## config.mk

```make
export PLATFORM = sky130hd
export DESIGN_NAME = mix_sequencer
export DESIGN_NICKNAME = d
export VERILOG_FILES = /design/src/rtl/mix_sequencer.sv
export SDC_FILE = /design/constraint.sdc
export NUM_CORES = 1
export LEC_CHECK = 0
export ABC_AREA = 1
export CAP_MARGIN = 40
export CORE_MARGIN = 4
export CORE_UTILIZATION = 47
export DETAILED_ROUTE_END_ITERATION = 16
export GPL_ROUTABILITY_DRIVEN = 0
export GPL_TIMING_DRIVEN = 0
export MAX_ROUTING_LAYER = met4
export PLACE_DENSITY = 0.76
export SLEW_MARGIN = 20
export SYNTH_ARGS = -nofsm -noshare
export SYNTH_HDL_FRONTEND = slang
export SYNTH_SLANG_ARGS = --single-unit
```

## constraint.sdc

```tcl
create_clock -name clk -period 1.5 [get_ports clk]
set_input_delay 0.225 -clock clk [delete_from_list [all_inputs] [get_ports clk]]
set_output_delay 0.225 -clock clk [all_outputs]
set_load 0.02 [all_outputs]
```

## src/rtl/mix_sequencer.sv

```systemverilog
// Lane-mix/permute sequencer: loads a per-lane mixed operand, runs STEPS permute ops, presents result.
// Optional macro MIX_SEQ_HOLD_EN adds a `hold` input that freezes progress while running.
module mix_sequencer #(
  parameter int LANE_W = 8,
  parameter int LANES  = 2,
  parameter int STEPS  = 4
) (
  input  logic                           clk,
  input  logic                           nReset,
  input  logic                           in_valid,
  output logic                           in_ready,
  input  logic [2*LANES-1:0]             sel,
  input  logic [LANES*LANE_W-1:0]        b,
  input  logic [LANES*LANE_W-1:0]        c,
  output logic [LANES*LANE_W-1:0]        out,
  output logic                           out_valid,
  input  logic                           out_ready,
`ifdef MIX_SEQ_HOLD_EN
  input  logic                           hold,
`endif
  output logic                           busy,
  output logic [$clog2(STEPS+1)-1:0]     step
);

  localparam int W      = LANES * LANE_W;
  localparam int H      = LANE_W / 2;
  localparam int HL     = (LANE_W - 2) / 2;
  localparam int STEP_W = $clog2(STEPS + 1);
  localparam int NIB    = W / 4;

  typedef enum logic [1:0] {IDLE, RUN, DONE} state_t;

  state_t            state, state_n;
  logic [W-1:0]      m, m_n, out_n, mix, op_res, nib_rev;
  logic [STEP_W-1:0] step_n;
  logic              valid_n, run_hold;
  logic [1:0]        op_sel;
  logic [1:0]        sel_i;

`ifdef MIX_SEQ_HOLD_EN
  always_comb run_hold = hold;
`else
  always_comb run_hold = 1'b0;
`endif

  always_comb begin
    mix = '0;
    sel_i = '0;
    for (int unsigned i = 0; i < LANES; i++) begin
      sel_i = sel[2*i +: 2];
      case (sel_i)
        2'd0:    mix[i*LANE_W +: LANE_W] = b[i*LANE_W +: LANE_W];
        2'd1:    mix[i*LANE_W +: LANE_W] = {b[i*LANE_W +: H], c[i*LANE_W+H +: H]};
        2'd2:    mix[i*LANE_W +: LANE_W] = c[i*LANE_W +: LANE_W];
        default: mix[i*LANE_W +: LANE_W] = {sel_i, c[i*LANE_W +: HL], b[i*LANE_W +: HL]};
      endcase
    end
  end

  always_comb begin
    nib_rev = '0;
    for (int unsigned i = 0; i < NIB; i++)
      nib_rev[i*4 +: 4] = out[(NIB-1-i)*4 +: 4];
  end

  // Op index is step mod 4; the cast zero-extends or truncates as STEP_W requires.
  always_comb begin
    op_sel = 2'(step);
    case (op_sel)
      2'd0:    op_res = {out[W-LANE_W-1:0], out[W-1:W-LANE_W]};
      2'd1:    op_res = {out[W-LANE_W-1:0], m[LANE_W-1:0]};
      2'd2:    op_res = {m[W-1:W-LANE_W], out[W-1:LANE_W]};
      default: op_res = nib_rev;
    endcase
  end

  always_comb begin
    state_n = state;
    out_n   = out;
    m_n     = m;
    step_n  = step;
    valid_n = out_valid;
    case (state)
      IDLE: if (in_valid) begin
        m_n     = mix;
        out_n   = mix;
        step_n  = '0;
        state_n = RUN;
      end
      RUN: if (!run_hold) begin
        out_n  = op_res;
        step_n = step + STEP_W'(1);
        if (step == STEP_W'(STEPS - 1)) begin
          state_n = DONE;
          valid_n = 1'b1;
        end
      end
      DONE: if (out_ready) begin
        valid_n = 1'b0;
        state_n = IDLE;
      end
      default: state_n = IDLE;
    endcase
  end

  always_ff @(posedge clk or negedge nReset) begin
    if (!nReset) begin
      state     <= IDLE;
      out       <= '0;
      m         <= '0;
      step      <= '0;
      out_valid <= 1'b0;
    end else begin
      state     <= state_n;
      out       <= out_n;
      m         <= m_n;
      step      <= step_n;
      out_valid <= valid_n;
    end
  end

  assign in_ready = (state == IDLE);
  assign busy     = (state == RUN);

endmodule
```

==> flow_metrics.tcl <==
set metrics [dict create \
    slew_headroom_pct 77.0 \
    rsz0062_at_grt "true" \
    finalClockSkew_ps 8.59 \
    cts.htree.levels 2 \
    drt_iter0_markers 273 \
    yosys_register_bits 38 \
    min_period_over_period_pct 98.7 \
    mostFrequentLayoutCells "nand2_1 (213), nand3_1 (45), clkdlybuf4s50_1 (38), dfrtp_1 (36), dlygate4sd2_1 (18)" \
    place_ws_ps -402 \
    fmax_mhz 675 \
    antenna_found_initial 0 \
    finalSetupViolCount 0 \
    die-area_um2 6760 \
    tns_ps 0 \
    syn_nets 442 \
    dp_hpwl_um 5690 \
    clk_latency_ps 300 \
    grt_max_degree 27 \
    wirelength_um 7680 \
    path_class "reg -> out" \
    syn_inst 397 \
    numPortBuffers 61 \
    post_dp_cell_area_um2 3300 \
    die_h_um 82.2 \
    wl_per_cell_um 14.2 \
    yosysSeqAreaShare_pct 36.8 \
    status "finished, final reports clean" \
    hold_viol 0 \
    via_per_inst 5.21 \
    grt_overflow_total 0 \
    grt_pass1_vias 2606 \
    area_growth_pct 35.5 \
    path_clk_slew_ps 80 \
    cts_tree "yes" \
    core_um2 5200 \
    die_x_um 82.2 \
    drive_above_1_share_pct 14.4 \
    slew_viol_final 0 \
    synth_area_um2 2590 \
    cts_root_buf "clkbuf_8" \
    arrival_ps 1260 \
    drt-pass1-iter-count 6 \
    hold-worst-slack_ps 379 \
    cp_max_fo 7 \
    hp-class "in -> async" \
    numCtsBuffers 5 \
    setup.worst_path.end_class "primary output" \
    clock-sinks 38 \
    clock_path_buffers 2 \
    syn_area_per_cell_um2 6.52 \
    grt_pass1_wl_um 12500 \
    setup_ws_ps 19.4 \
    fin_area_um2 3510 \
    layout_commonest_cell "nand2_1" \
    worstPathRequired_ps 1270 \
    startpoint_type "flop" \
    worst_slew_pin_slew_ps 343 \
    grt_use_total_pct 24.8 \
    yosysWarnings 0 \
    drc 0 \
    via_count 2826 \
    period_needed_ps 1480 \
    n_antenna_cell 0 \
    ant_nets 0 \
    synthDistinctLibCells 21 \
    vdd_ir_drop_max_mv 0.959 \
    fill_cells 477 \
    initial_core_util_pct 49.7 \
    p_per_area_nw_per_um2 1980 \
    final_nets 516 \
    num_rows 26 \
    num_io_pins 62 \
    p_leak_nw 1.90 \
    maxCapViolCount 0 \
]
-- cell type report --
| type | count | area [um2] | share of cell area [%] |
|---|---|---|---|
| multi-input cells | 320 | 1480 | 42.3 |
| flip-flops and latches | 38 | 953 | 27.2 |
| repair buffers | 72 | 687 | 19.6 |
| plain buffers | 14 | 125 | 3.57 |
| well taps | 70 | 87.6 | 2.50 |
| clock buffers | 7 | 86.3 | 2.46 |
| inverters | 20 | 80.1 | 2.28 |
| clock inverters | 1 | 5.00 | 0.143 |
-- worst max-delay path, cell delays in order, from the launching register on --
cell and delay (ps):
dfrtp_2 450, nor2_4 140, buf_8 130, buf_8 120
buf_6 110
-- where the power goes --
part / total (mW) / internal (mW) / switching (mW)
combinational: 4.19 / 1.76 / 2.42
clock: 0.758 / 0.372 / 0.386
sequential: 1.99 / 1.51 / 0.478
total: 6.93 / 3.64 / 3.29
-- kinds of logic after synthesis --
kind of cell,after synthesis,synth area share (%)
AOI/OAI and AO/OA,16,3.19
DFF,38,36.8
and+or+nand+nor,299,50.2
buffers and inverters,39,7.40
adders and majority gates,5,2.42
-- repair_timing --
action,CTS,global route
buffers inserted,2,7
resized for setup,41,16
pin swaps,1,1
hold buffers,1,0
endpoints found under the hold margin,12,0
setup endpoints to repair,36,20
-- cell usage after synthesis --
cell	instances	area share [%]
nand2_4	1	0.44
dfrtp_1	38	37
o21ai_0	12	2.3
o22ai_1	2	0.48
inv_2	2	0.29
clkbuf_1	1	0.14
inv_1	18	2.6
ha_1	5	2.4
buf_2	11	2.1
nand3_1	45	8.7
nand3_2	10	3.9
o21ai_1	2	0.39
buf_12	1	0.77
nand2_1	213	31
nor2_2	1	0.24
clkbuf_2	3	0.58
nor2_8	1	0.77
nand2_2	10	2.4
nor2_1	17	2.5
buf_4	3	0.87
nor2_4	1	0.44
-- routing by layer --
| metal | GRT usage [%] | routed length, um | up-vias |
|---|---|---|---|
| li1 | - | - | 1385 |
| met1 | 31.3 | 3330 | 1322 |
| met2 | 41.4 | 3800 | 107 |
| met3 | 4.12 | 440 | 12 |
| met4 | 6.15 | 115 | 0 |
| met5 | - | 0 | - |
-- worst paths after layout --
path,start,slack [ps],cells past startpoint,to
max in group asynchronous,nReset,660,3,state[1]
min in group clk,m[0],490,2,m[0]
hold / removal,nReset,380,2,out[13]
setup reg to reg,step[0],60,7,out[13]
hold reg to reg,m[0],490,2,m[0]
setup / recovery,state[1],20,4,busy
-- state kept, by name, indices dropped and copies added, names as in the netlist --
| register | cells |
|---|---|
| state | 2 |
| out | 16 |
| out_valid | 1 |
| step | 3 |
| m | 16 |
-- through the flow --
stage / utilization (%) / cells / power, mW
CTS: 65.7 / 537 / 6.64
finish: 67.4 / 542 / 6.93
global route: 67.4 / 542 / 7.48
detailed placement: 63.4 / 529 / 5.86
global placement: 63.1 / 528 / 5.75
floorplan: - / 397 / 4.46
(Power assumes the default switching activity.)
